==> config.mk <==
export PLATFORM = sky130hd
export DESIGN_NAME = pipeline_ctrl_flat
export DESIGN_NICKNAME = d
export VERILOG_FILES = /design/src/rtl/pipeline_ctrl_if.sv /design/src/rtl/pipeline_ctrl.sv /design/src/flat_wrapper.sv
export SDC_FILE = /design/constraint.sdc
export NUM_CORES = 1
export LEC_CHECK = 0
export CAP_MARGIN = 20
export CORE_UTILIZATION = 35
export DETAILED_ROUTE_END_ITERATION = 8
export GPL_TIMING_DRIVEN = 0
export PLACE_DENSITY = 0.67
export SYNTH_ARGS = -nofsm -noshare
export SYNTH_HDL_FRONTEND = slang
export SYNTH_SLANG_ARGS = --single-unit
==> constraint.sdc <==
create_clock -name inp_clk -period 4.5 [get_ports inp_clk]
set_clock_uncertainty 0.1 [all_clocks]
set_input_delay 1.35 -clock inp_clk [delete_from_list [all_inputs] [get_ports inp_clk]]
set_output_delay 1.35 -clock inp_clk [all_outputs]
set_load 0.03 [all_outputs]
==> src/rtl/pipeline_ctrl_if.sv <==
// pipeline_ctrl_if: cache/hazard inputs and stage-control outputs of the pipeline controller.
interface pipeline_ctrl_if;
    logic        inp_icache_hit;
    logic        inp_dcache_hit;
    logic        inp_mem_ready;
    logic        inp_ex_mem_memRead;
    logic        inp_ex_mem_memWrite;
    logic        inp_ex_mem_branch;
    logic        inp_ex_mem_zero;
    logic        inp_id_ex_memRead;
    logic [2:0]  inp_id_ex_rt;
    logic [2:0]  inp_if_id_rs;
    logic [2:0]  inp_if_id_rt;
    logic        out_pc_en;
    logic        out_if_id_en;
    logic        out_id_ex_en;
    logic        out_ex_mem_en;
    logic        out_mem_wb_en;
    logic        out_if_id_flush;
    logic        out_id_ex_flush;
    logic        out_ex_mem_flush;
    logic        out_pcSrc;
    logic        out_mem_req;
    logic        out_mem_sel;
    logic [1:0]  out_state;
    logic [15:0] out_stall_cnt;

    modport master (
        output inp_icache_hit, inp_dcache_hit, inp_mem_ready,
        output inp_ex_mem_memRead, inp_ex_mem_memWrite, inp_ex_mem_branch, inp_ex_mem_zero,
        output inp_id_ex_memRead, inp_id_ex_rt, inp_if_id_rs, inp_if_id_rt,
        input  out_pc_en, out_if_id_en, out_id_ex_en, out_ex_mem_en, out_mem_wb_en,
        input  out_if_id_flush, out_id_ex_flush, out_ex_mem_flush,
        input  out_pcSrc, out_mem_req, out_mem_sel, out_state, out_stall_cnt
    );

    modport slave (
        input  inp_icache_hit, inp_dcache_hit, inp_mem_ready,
        input  inp_ex_mem_memRead, inp_ex_mem_memWrite, inp_ex_mem_branch, inp_ex_mem_zero,
        input  inp_id_ex_memRead, inp_id_ex_rt, inp_if_id_rs, inp_if_id_rt,
        output out_pc_en, out_if_id_en, out_id_ex_en, out_ex_mem_en, out_mem_wb_en,
        output out_if_id_flush, out_id_ex_flush, out_ex_mem_flush,
        output out_pcSrc, out_mem_req, out_mem_sel, out_state, out_stall_cnt
    );
endinterface

==> src/rtl/pipeline_ctrl.sv <==
// pipeline_ctrl: cache-miss stall FSM plus load-use and taken-branch hazard control for a 5-stage pipeline.
module pipeline_ctrl (
    input  logic           inp_clk,
    input  logic           inp_rstn,
    pipeline_ctrl_if.slave bus
);
    typedef enum logic [1:0] {RUN = 2'd0, IMISS = 2'd1, DMISS = 2'd2, RESUME = 2'd3} state_t;
    state_t      state;
    logic        sel_q;
    logic [15:0] cnt;
    logic        dmiss, imiss, luh, tb, go, stall;
    assign dmiss = (bus.inp_ex_mem_memRead | bus.inp_ex_mem_memWrite) & ~bus.inp_dcache_hit;
    assign imiss = ~bus.inp_icache_hit;
    assign luh   = bus.inp_id_ex_memRead & (bus.inp_id_ex_rt != 3'd0) &
                   ((bus.inp_id_ex_rt == bus.inp_if_id_rs) | (bus.inp_id_ex_rt == bus.inp_if_id_rt));
    assign tb    = bus.inp_ex_mem_branch & bus.inp_ex_mem_zero;
    // A miss seen in RUN stalls everything in the same cycle, overriding branch and load-use.
    assign go    = inp_rstn & (state == RUN) & ~dmiss & ~imiss;
    assign stall = go & luh & ~tb;
    always_ff @(posedge inp_clk or negedge inp_rstn) begin
        if (!inp_rstn) begin
            state <= RUN;
            sel_q <= 1'b0;
            cnt   <= 16'd0;
        end else begin
            case (state)
                RUN: begin
                    if (dmiss) begin
                        state <= DMISS;
                        sel_q <= 1'b1;
                    end else if (imiss) begin
                        state <= IMISS;
                        sel_q <= 1'b0;
                    end
                end
                IMISS, DMISS: if (bus.inp_mem_ready) state <= RESUME;
                default: state <= RUN;
            endcase
            if (((state != RUN) | luh) && cnt != 16'hFFFF) cnt <= cnt + 16'd1;
        end
    end
    assign bus.out_pc_en        = go & ~stall;
    assign bus.out_if_id_en     = go & ~stall;
    assign bus.out_id_ex_en     = go;
    assign bus.out_ex_mem_en    = go;
    assign bus.out_mem_wb_en    = go;
    assign bus.out_if_id_flush  = go & tb;
    assign bus.out_id_ex_flush  = go & (tb | stall);
    assign bus.out_ex_mem_flush = go & tb;
    assign bus.out_pcSrc        = go & tb;
    assign bus.out_mem_req      = inp_rstn & ((state == IMISS) | (state == DMISS));
    // RESUME keeps showing which side was refilled while the line is written.
    assign bus.out_mem_sel      = inp_rstn & ((state == DMISS) ? 1'b1 : (state == IMISS) ? 1'b0 : sel_q);
    assign bus.out_state        = state;
    assign bus.out_stall_cnt    = cnt;
endmodule
==> src/flat_wrapper.sv <==
// flat-port wrapper written by rule: the top's interface ports become plain ports
module pipeline_ctrl_flat 
  (inp_clk, inp_rstn, bus_inp_icache_hit, bus_inp_dcache_hit, bus_inp_mem_ready, bus_inp_ex_mem_memRead, bus_inp_ex_mem_memWrite, bus_inp_ex_mem_branch, bus_inp_ex_mem_zero, bus_inp_id_ex_memRead, bus_inp_id_ex_rt, bus_inp_if_id_rs, bus_inp_if_id_rt, bus_out_pc_en, bus_out_if_id_en, bus_out_id_ex_en, bus_out_ex_mem_en, bus_out_mem_wb_en, bus_out_if_id_flush, bus_out_id_ex_flush, bus_out_ex_mem_flush, bus_out_pcSrc, bus_out_mem_req, bus_out_mem_sel, bus_out_state, bus_out_stall_cnt);
  pipeline_ctrl_if bus_i ();
  input  logic inp_clk;
  input  logic inp_rstn;
  input wire logic [$bits(bus_i.inp_icache_hit)-1:0] bus_inp_icache_hit;
  input wire logic [$bits(bus_i.inp_dcache_hit)-1:0] bus_inp_dcache_hit;
  input wire logic [$bits(bus_i.inp_mem_ready)-1:0] bus_inp_mem_ready;
  input wire logic [$bits(bus_i.inp_ex_mem_memRead)-1:0] bus_inp_ex_mem_memRead;
  input wire logic [$bits(bus_i.inp_ex_mem_memWrite)-1:0] bus_inp_ex_mem_memWrite;
  input wire logic [$bits(bus_i.inp_ex_mem_branch)-1:0] bus_inp_ex_mem_branch;
  input wire logic [$bits(bus_i.inp_ex_mem_zero)-1:0] bus_inp_ex_mem_zero;
  input wire logic [$bits(bus_i.inp_id_ex_memRead)-1:0] bus_inp_id_ex_memRead;
  input wire logic [$bits(bus_i.inp_id_ex_rt)-1:0] bus_inp_id_ex_rt;
  input wire logic [$bits(bus_i.inp_if_id_rs)-1:0] bus_inp_if_id_rs;
  input wire logic [$bits(bus_i.inp_if_id_rt)-1:0] bus_inp_if_id_rt;
  output wire logic [$bits(bus_i.out_pc_en)-1:0] bus_out_pc_en;
  output wire logic [$bits(bus_i.out_if_id_en)-1:0] bus_out_if_id_en;
  output wire logic [$bits(bus_i.out_id_ex_en)-1:0] bus_out_id_ex_en;
  output wire logic [$bits(bus_i.out_ex_mem_en)-1:0] bus_out_ex_mem_en;
  output wire logic [$bits(bus_i.out_mem_wb_en)-1:0] bus_out_mem_wb_en;
  output wire logic [$bits(bus_i.out_if_id_flush)-1:0] bus_out_if_id_flush;
  output wire logic [$bits(bus_i.out_id_ex_flush)-1:0] bus_out_id_ex_flush;
  output wire logic [$bits(bus_i.out_ex_mem_flush)-1:0] bus_out_ex_mem_flush;
  output wire logic [$bits(bus_i.out_pcSrc)-1:0] bus_out_pcSrc;
  output wire logic [$bits(bus_i.out_mem_req)-1:0] bus_out_mem_req;
  output wire logic [$bits(bus_i.out_mem_sel)-1:0] bus_out_mem_sel;
  output wire logic [$bits(bus_i.out_state)-1:0] bus_out_state;
  output wire logic [$bits(bus_i.out_stall_cnt)-1:0] bus_out_stall_cnt;
  assign bus_i.inp_icache_hit = bus_inp_icache_hit;
  assign bus_i.inp_dcache_hit = bus_inp_dcache_hit;
  assign bus_i.inp_mem_ready = bus_inp_mem_ready;
  assign bus_i.inp_ex_mem_memRead = bus_inp_ex_mem_memRead;
  assign bus_i.inp_ex_mem_memWrite = bus_inp_ex_mem_memWrite;
  assign bus_i.inp_ex_mem_branch = bus_inp_ex_mem_branch;
  assign bus_i.inp_ex_mem_zero = bus_inp_ex_mem_zero;
  assign bus_i.inp_id_ex_memRead = bus_inp_id_ex_memRead;
  assign bus_i.inp_id_ex_rt = bus_inp_id_ex_rt;
  assign bus_i.inp_if_id_rs = bus_inp_if_id_rs;
  assign bus_i.inp_if_id_rt = bus_inp_if_id_rt;
  assign bus_out_pc_en = bus_i.out_pc_en;
  assign bus_out_if_id_en = bus_i.out_if_id_en;
  assign bus_out_id_ex_en = bus_i.out_id_ex_en;
  assign bus_out_ex_mem_en = bus_i.out_ex_mem_en;
  assign bus_out_mem_wb_en = bus_i.out_mem_wb_en;
  assign bus_out_if_id_flush = bus_i.out_if_id_flush;
  assign bus_out_id_ex_flush = bus_i.out_id_ex_flush;
  assign bus_out_ex_mem_flush = bus_i.out_ex_mem_flush;
  assign bus_out_pcSrc = bus_i.out_pcSrc;
  assign bus_out_mem_req = bus_i.out_mem_req;
  assign bus_out_mem_sel = bus_i.out_mem_sel;
  assign bus_out_state = bus_i.out_state;
  assign bus_out_stall_cnt = bus_i.out_stall_cnt;
  pipeline_ctrl u_core (.inp_clk(inp_clk), .inp_rstn(inp_rstn), .bus(bus_i));
endmodule
Word level (Yosys, flattened, before mapping)
Index checks and enable logic that the tools add are counted.

word-level totals
  flip-flop bits (word level) = 19
  latch bits = 0
  memory bits (writable) = 0
  memory bits (read-only) = 0
  input port bits = 19
  logic and storage cells = 50
  memories = 0

operators by class
  add/sub/neg operators = 1
  multiply operators = 0
  div/mod/pow operators = 0
  magnitude comparators = 0
  eq/ne operators = 8
  shift operators = 0
  muxes and demuxes = 8
  bitwise logic cells = 23
  reductions and logical operators = 7

operators with widths
  kind                     number
  $add A16 B1 Y16 const B  1
  $ne A16 B16 Y1 const B   1
  $and A1 B1 Y1            14
  $eq A3 B3 Y1             2
  $mux W2                  3
  $or A1 B1 Y1             5
  $mux W1                  4
  $not A1 Y1               4
  $pmux W2 S2              1
  $reduce_and A2 Y1        2
  $ne A3 B2 Y1 const B     1
  $reduce_bool A3 Y1       1
  $eq A2 B1 Y1 const B     1
  $eq A2 B2 Y1 const B     1
  $logic_not A2 Y1         1
  $ne A2 B1 Y1 const B     1
  $ne A2 B2 Y1 const B     1
  $reduce_bool A2 Y1       1
  $reduce_or A2 Y1         1
  $logic_and A1 B1 Y1      1

Depth between registers and ports, before layout
Gate-level depths: netlist of the first run.

  depth in word-level cells = 9
  gate-level depth with buffers = 7
  depth with buffers taken out = 7

Worst setup path before layout of the first run
Ideal clock, no wire load.

  path type = input-to-output
  from = input bus_inp_ex_mem_memWrite
  to = output bus_out_if_id_flush
  arrival time = 2681 ps
  required time = 3050 ps
  slack = 369 ps
  cell stages on the path = 5
  buffers on the path = 1
  cell sequence = o21bai_1 > and3_1 > nand2_1 > nor2_1 > buf_4

on the way
  longest elaborated chain between the ends = 6

RTL lines
  element                      line                 text
  from (decl)                  flat_wrapper.sv:11   input wire logic [$bits(bus_i.inp_ex_mem_memWrite)-1:0] bus_inp_ex_mem_memWrite;
  $or A1 B1 Y1                 pipeline_ctrl.sv:12  assign dmiss = (bus.inp_ex_mem_memRead | bus.inp_ex_mem_memWrite) & ~bus.inp_dcache_hit;
  $and A1 B1 Y1                pipeline_ctrl.sv:12
  $not A1 Y1                   pipeline_ctrl.sv:18  assign go = inp_rstn & (state == RUN) & ~dmiss & ~imiss;
  $and A1 B1 Y1 (2 in series)  pipeline_ctrl.sv:18
  $and A1 B1 Y1                --
  to (decl)                    flat_wrapper.sv:23   output wire logic [$bits(bus_i.out_if_id_flush)-1:0] bus_out_if_id_flush;

No other way between the ends.

Worst setup path after layout of the first run
  from = input bus_inp_ex_mem_memWrite
  to = output bus_out_mem_wb_en

on the way
  longest elaborated chain between the ends = 5

RTL lines
  element                      line                 text
  $or A1 B1 Y1                 pipeline_ctrl.sv:12
  $and A1 B1 Y1                pipeline_ctrl.sv:12
  $not A1 Y1                   pipeline_ctrl.sv:18
  $and A1 B1 Y1 (2 in series)  pipeline_ctrl.sv:18
  to (decl)                    flat_wrapper.sv:22   output wire logic [$bits(bus_i.out_mem_wb_en)-1:0] bus_out_mem_wb_en;

No other way between the ends.

==> key figures, run 1 <==
Synth
  – Synthesized Nets: 140
  – Most used DFF post-synth: dfrtp_1
  – Synth Instances: 116
  – Synth async-reset ratio: 1.00
  – Top cell type's share of synthesized area: 0.403
  – Yosys Warn Count: 0
  – Synthesized area: 0.00118 mm²
  – Mapped Avg Cell Area: 10.2 µm²
  – Synth top cells by count: dfrtp_1 (19), xnor2_1 (11), xor2_1 (10)
  – Post-synthesis sequential area ratio: 0.403
  – Biggest area consumer among synthesized cells: dfrtp_1
  – Yosys reg bits: 19
  – Yosys cell types: 32
  – Ranking of synthesized cells by area: dfrtp_1 (40%), xnor2_1 (8.2%), xor2_1 (7.4%)
  – EDFF count, synth: 0
  – Most numerous cell in the Yosys netlist: dfrtp_1

Pwr
  – Clock power frac: 0.104
  – Leakage: 0.719 nW
  – Cell Pwr Density: 487 mW/mm²
  – Pwr Total: 851 µW
  – Combinational power share: 0.579
  – P_int: 470 µW
  – Seq pwr share: 0.317
  – Switching power: 382 µW
  – Worst VDD drop: 0.000274 V
  – Switching Share: 0.449

Clock tree
  – Num CTS Buffers: 3
  – CTS Buffer Depth: 2
  – Clk slew on worst S/H paths: 0.11 ns
  – Root Driver: clkbuf_4
  – H-tree depth: 1
  – Clk Latency, worst-skew pair: 0.30 ns
  – TritonCTS clock tree: done
  – Clock tree sinks: 19

Die
  – Die Wd: 60.1 µm
  – Num rows: 20
  – Die Height: 60.1 µm
  – Starting Density: 0.378
  – # IOs: 48
  – Die area: 0.00361 mm²
  – Std-Cell Core Area: 0.00313 mm²

Timing
  – Worst slew pin tran: 0.540 ns
  – Slew headroom: 0.640
  – Final Slew Violations: 0
  – Crit share post-route: 0.971
  – Minimum period implied by the final worst setup slack: 4.37 ns
  – RSZ-0062 raised after global routing: false
  – Final Hold Fails: 0
  – Fmax: 0.229 GHz
  – Setup TNS Final: 0 ns
  – Final setup fails: 0
  – Final WS setup: 0.130 ns

Detailed routing
  – DR WL/cell: 12.3 µm
  – Drt initial violations: 18
  – Post-DRT Antenna Nets: 0
  – Drt first pass iters: 4
  – Via/cell ratio: 4.81
  – Via count: 1025
  – Routed WL: 2620 µm
  – DR DRC count: 0

Finish
  – Ant. Diodes: 0
  – Area Growth Syn to Fin: 48.1%
  – Fraction of layout cells with a size suffix above 1: 0.172
  – # nets final: 194
  – Final cell count without fillers: 213
  – Final instance area: 0.00175 mm²

Critical path
  – Largest fanout on the critical path: 5
  – Critical Path AT: 2.92 ns
  – Worst EP required: 3.05 ns
  – Setup CP Type: in -> out
  – Startpoint types: primary input
  – CP endpoint kind: output port

Placement
  – Post-detail-place hpwl: 2050 µm
  – GPL Wtd Cong: 0.736
  – Port Buffers: 47
  – Dpl ws: -0.782 ns
  – Dpl cells: 207
  – Area after DPL: 0.00171 mm²

Flow run
  – Max_cap viols: 0

Global routing
  – GRT Total Usage: 0.168
  – Vias in the first global route: 1058
  – Initial antenna violation count: 0
  – First-pass GRT wire length: 4540 µm
  – Largest net degree at the start of global routing: 23
  – Total grt overflow: 0

Status
  – Status: completed

Worst hold path
  – Hold/Removal Path Class: reg -> reg
[cell usage in the layout (no fill, tap or decap), types with 2 or more instances in the layout]
master           instances
nand4_1                  8
ha_1                     5
xor2_1                  10
clkbuf_1                 2
clkdlybuf4s50_1         37
clkdlybuf4s15_2          3
dfrtp_1                 19
clkdlybuf4s15_1          3
a21oi_1                  3
inv_1                    5
nand2_1                  7
o21ai_0                  3
nor2b_1                  2
nor2_1                   6
and2_1                   3
xnor2_1                 11
nand3_1                  5
nor3_2                   4
and3_1                   2
clkbuf_2                 2
clkbuf_4                 3
buf_4                    8
[what timing repair did]
item,in CTS,in global routing
pin swaps,0,2
buffers inserted,0,2
resized for setup,18,9
endpoints found under the setup margin,11,7
hold buffers,0,0
[per-layer routing]
metal | vias to the layer above | track usage | part of all wire
met3 | 3 | 0.0368 | 0.050
li1 | 502 | - | -
met4 | 0 | 0.0399 | 0.0073
met5 | - | 0 | 0
met2 | 36 | 0.303 | 0.50
met1 | 484 | 0.201 | 0.45
[sequential cells by signal (all words and copies together) (netlist names)]
name	flops
u_core.bus.out_stall_cnt	16
u_core.bus.out_state	2
u_core.sel_q	1
[stage by stage]
stage | util | hold WS [ns]
finish | 0.559 | 0.400
global route | 0.559 | 0.427
CTS | 0.553 | 0.405
detailed placement | 0.546 | 0.387
global placement | 0.546 | 0.380
floorplan | - | 0.361
[worst max-delay path, cell delays in order]
cell             delay (ns)
clkdlybuf4s50_1        0.41
o21bai_2               0.22
and3_4                 0.24
nand2_1                0.11
inv_1                  0.13
buf_4                  0.11
clkdlybuf4s15_1        0.35
[layout make-up]
cell class / count / area, µm²
Fill cell: 303 / 1380
Multi-Input combinational cell: 85 / 646
Sequential cell: 19 / 475
Timing Repair Buffer: 49 / 475
Tap cell: 44 / 55.1
Buffer: 7 / 52.6
Clock buffer: 4 / 26.3
Inverter: 5 / 18.8
[power by group through the flow]
stage,clock network (mW),registers (mW),logic [mW]
after global routing,0.0976,0.277,0.537
final,0.0888,0.270,0.493
after detailed placement,0,0.273,0.494
after floorplan,0,0.342,0.246
after CTS,0.0895,0.270,0.493
after global placement,0,0.270,0.484
[kinds of logic (layout without fill, tap and decap cells)]
| group | count (synthesis) | in the layout | synth area share |
|---|---|---|---|
| and+or+nand+nor | 43 | 43 | 0.217 |
| DFF | 19 | 19 | 0.403 |
| muxes | 2 | 2 | 0.0191 |
| xor gates and xnor gates | 21 | 21 | 0.156 |
| buffers and inverters | 12 | 65 | 0.0604 |
| adders and majority gates | 5 | 5 | 0.0530 |
| AOI/OAI and AO/OA | 14 | 14 | 0.0922 |
[final timing paths]
kind	from	to	slack (ns)	cells past startpoint
min in group asynchronous	inp_rstn	u_core.bus.out_stall_cnt[9]$_DFFE_PN0P_	1.01	1
hold / removal	u_core.bus.out_stall_cnt[7]$_DFFE_PN0P_	u_core.bus.out_stall_cnt[7]$_DFFE_PN0P_	0.40	1
max in group asynchronous	inp_rstn	u_core.bus.out_stall_cnt[12]$_DFFE_PN0P_	2.94	1
hold reg to reg	u_core.bus.out_stall_cnt[7]$_DFFE_PN0P_	u_core.bus.out_stall_cnt[7]$_DFFE_PN0P_	0.40	1
setup reg to reg	u_core.bus.out_stall_cnt[2]$_DFFE_PN0P_	u_core.bus.out_stall_cnt[7]$_DFFE_PN0P_	2.77	7
setup / recovery	bus_inp_ex_mem_memWrite	bus_out_mem_wb_en	0.13	7
No activity file was read; power rests on OpenSTA's default activity.
==> inputs of run 2 (changes only) <==
--- a/config.mk
+++ b/config.mk
@@ -7,6 +7,7 @@
 export LEC_CHECK = 0
 export CAP_MARGIN = 20
 export CORE_UTILIZATION = 35
+export CTS_CLUSTER_DIAMETER = 150
 export DETAILED_ROUTE_END_ITERATION = 8
 export GPL_TIMING_DRIVEN = 0
 export PLACE_DENSITY = 0.67
==> results of run 2 <==
Final layout, timing and power as in run 1 (identical DEF).
==> inputs of run 3 (changes only) <==
--- a/config.mk
+++ b/config.mk
@@ -7,9 +7,9 @@
 export LEC_CHECK = 0
 export CAP_MARGIN = 20
 export CORE_UTILIZATION = 35
+export CTS_BUF_LIST = sky130_fd_sc_hd__clkbuf_8
 export CTS_CLUSTER_DIAMETER = 150
 export DETAILED_ROUTE_END_ITERATION = 8
-export GPL_TIMING_DRIVEN = 0
 export PLACE_DENSITY = 0.67
 export SYNTH_ARGS = -nofsm -noshare
 export SYNTH_HDL_FRONTEND = slang
==> key figures, run 3 (synthesis gave the netlist of run 1 again) <==
Global routing
  – GRT Total Usage: 0.164 (-0.00408)
  – Initial antenna violation count: 0 (unchanged)
  – First-pass GRT wire length: 4430 µm (-2.4%)
  – Vias in the first global route: 1023 (-3.3%)
  – Largest net degree at the start of global routing: 15 (-35%)
  – Total grt overflow: 0 (unchanged)

Timing
  – Crit share post-route: 0.943 (-0.0284)
  – Worst slew pin tran: 0.369 ns (-0.171 ns)
  – Final WS setup: 0.257 ns (+0.128 ns)
  – Final Slew Violations: 0 (unchanged)
  – Minimum period implied by the final worst setup slack: 4.24 ns (-0.128 ns)
  – RSZ-0062 raised after global routing: false
  – Slew headroom: 0.753 (+0.113)
  – Final Hold Fails: 0 (unchanged)
  – Hold WS: 0.391 ns (-0.00839 ns)
  – Setup TNS Final: 0 ns (unchanged)
  – Final setup fails: 0 (unchanged)
  – Fmax: 0.236 GHz (+3.0%)

Clock tree
  – Hold buffers post-CTS: 0 (unchanged)
  – CTS Buffer Depth: 2 (unchanged)
  – TritonCTS clock tree: done
  – Clk Latency, worst-skew pair: 0.26 ns (-0.04 ns)
  – Post-CTS Setup Inserts: 0 (unchanged)
  – Number of instances resized during post-cts repair: 0 (-18)
  – Root Driver: clkbuf_8
  – H-tree depth: 1 (unchanged)
  – Clock tree sinks: 19 (unchanged)
  – Num CTS Buffers: 3 (unchanged)
  – Clk slew on worst S/H paths: 0.08 ns (-0.03 ns)

Critical path
  – Largest fanout on the critical path: 4 (-1)
  – Setup CP Type: in -> out
  – Critical Path AT: 2.79 ns (-0.13 ns)
  – Critical-path top delay cell: clkdlybuf4s50_1
  – Cell Chain, Critical Path: clkdlybuf4s50_1, xor2_1, nor3_2, o21ai_2, a21oi_1, nor2_1, buf_4
  – Startpoint types: primary input
  – R2R cell count: 4 (-3)
  – Worst path max stage delay: 0.53 ns (+0.12 ns)
  – Worst EP required: 3.05 ns (about the same)
  – CP endpoint kind: output port

Detailed routing
  – DR WL/cell: 12.8 µm (+3.8%)
  – Via count: 1000 (-2.4%)
  – Routed WL: 2640 µm (+0.84%)
  – Drt first pass iters: 4 (unchanged)
  – Post-DRT Antenna Nets: 0 (unchanged)
  – Via/cell ratio: 4.83 (+0.39%)
  – DR DRC count: 0 (unchanged)
  – Drt initial violations: 36 (+18)

Worst hold path
  – Hold/Removal Path Class: reg -> reg
  – Hold depth: 1 (unchanged)

Finish
  – Final instance area: 0.00170 mm² (-3.1%)
  – Footprint of the multi-input gates: 634 µm² (-1.7%)
  – Area Growth Syn to Fin: 43.5%
  – Most frequent cells in the layout: clkdlybuf4s50_1 (36), dfrtp_1 (19), buf_4 (14)
  – # nets final: 188 (-3.1%)
  – Fill cell count: 290 (-4.3%)
  – Commonest non-fill, non-tap cell in the layout: clkdlybuf4s50_1
  – Max reg flops: 16 (unchanged)
  – Ant. Diodes: 0 (unchanged)
  – Fraction of layout cells with a size suffix above 1: 0.166 (-0.00595)
  – Final cell count without fillers: 207 (-2.8%)
  – Sequential cell area: 475 µm² (unchanged)

Die
  – # IOs: 48 (unchanged)
  – Die Height: 60.1 µm (unchanged)
  – Die Wd: 60.1 µm (unchanged)
  – Starting Density: 0.378 (unchanged)
  – Num rows: 20 (unchanged)
  – Std-Cell Core Area: 0.00313 mm² (unchanged)
  – Die area: 0.00361 mm² (unchanged)

Placement
  – Port Buffers: 47 (unchanged)
  – Area after DPL: 0.00165 mm² (-3.4%)
  – GPL Wtd Cong: 0.774 (+5.2%)
  – Dpl ws: 0.248 ns (+1.03 ns)
  – Post-detail-place hpwl: 2060 µm (+0.80%)
  – Dpl cells: 203 (-1.9%)

Pwr
  – Leakage: 0.707 nW (-1.7%)
  – Worst VDD drop: 0.000274 V (about the same)
  – Cell Pwr Density: 509 mW/mm² (+4.6%)

Status
  – Status: completed

Flow run
  – Max_cap viols: 0 (unchanged)
==> run 3: critical path: cells and delay by family <==
family / cells / cell delay (ns)
simple gates: 2 / 0.20
xor+xnor: 1 / 0.22
compound gates: 2 / 0.30
buf+inv: 2 / 0.71
==> run 3: layout make-up <==
class | instances | area share
Multi-Input combinational cell | 85 | 0.374
Sequential cell | 19 | 0.280
Timing Repair Buffer | 50 | 0.275
Tap cell | 44 | 0.0325
Clock buffer | 3 | 0.0244
Inverter | 5 | 0.0111
Clock inverter | 1 | 0.00295
==> run 3: per-stage QoR <==
stage,power [mW],utilization
after detailed placement,0.747,0.527
after global placement,0.736,0.527
final,0.863,0.542
after floorplan,0.588,-
after CTS,0.871,0.542
after global routing,0.922,0.542
==> run 3: report_power, final <==
part | switching (mW) | total [mW] | internal (mW)
Clock | 0.0602 | 0.122 | 0.0617
Combinational | 0.270 | 0.470 | 0.200
Sequential | 0.0539 | 0.271 | 0.217
Total | 0.384 | 0.863 | 0.479
==> run 3: per-layer routing <==
layer / up-vias / share of wire / GRT usage
li1: 490 / - / -
met1: 471 / 0.46 / 0.200
met2: 35 / 0.49 / 0.287
met3: 4 / 0.041 / 0.0303
met4: 0 / 0.0098 / 0.0565
met5: - / 0 / 0
==> run 3: final timing paths <==
path,from,to,slack (ns)
max in group asynchronous,inp_rstn,u_core.bus.out_stall_cnt[13]$_DFFE_PN0P_,2.73
min,u_core.bus.out_stall_cnt[7]$_DFFE_PN0P_,u_core.bus.out_stall_cnt[7]$_DFFE_PN0P_,0.39
min reg2reg,u_core.bus.out_stall_cnt[7]$_DFFE_PN0P_,u_core.bus.out_stall_cnt[7]$_DFFE_PN0P_,0.39
max reg2reg,u_core.bus.out_stall_cnt[0]$_DFFE_PN0P_,u_core.bus.out_stall_cnt[1]$_DFFE_PN0P_,2.71
max,bus_inp_id_ex_rt[0],bus_out_pc_en,0.26
min in group asynchronous,inp_rstn,u_core.bus.out_stall_cnt[2]$_DFFE_PN0P_,1.36
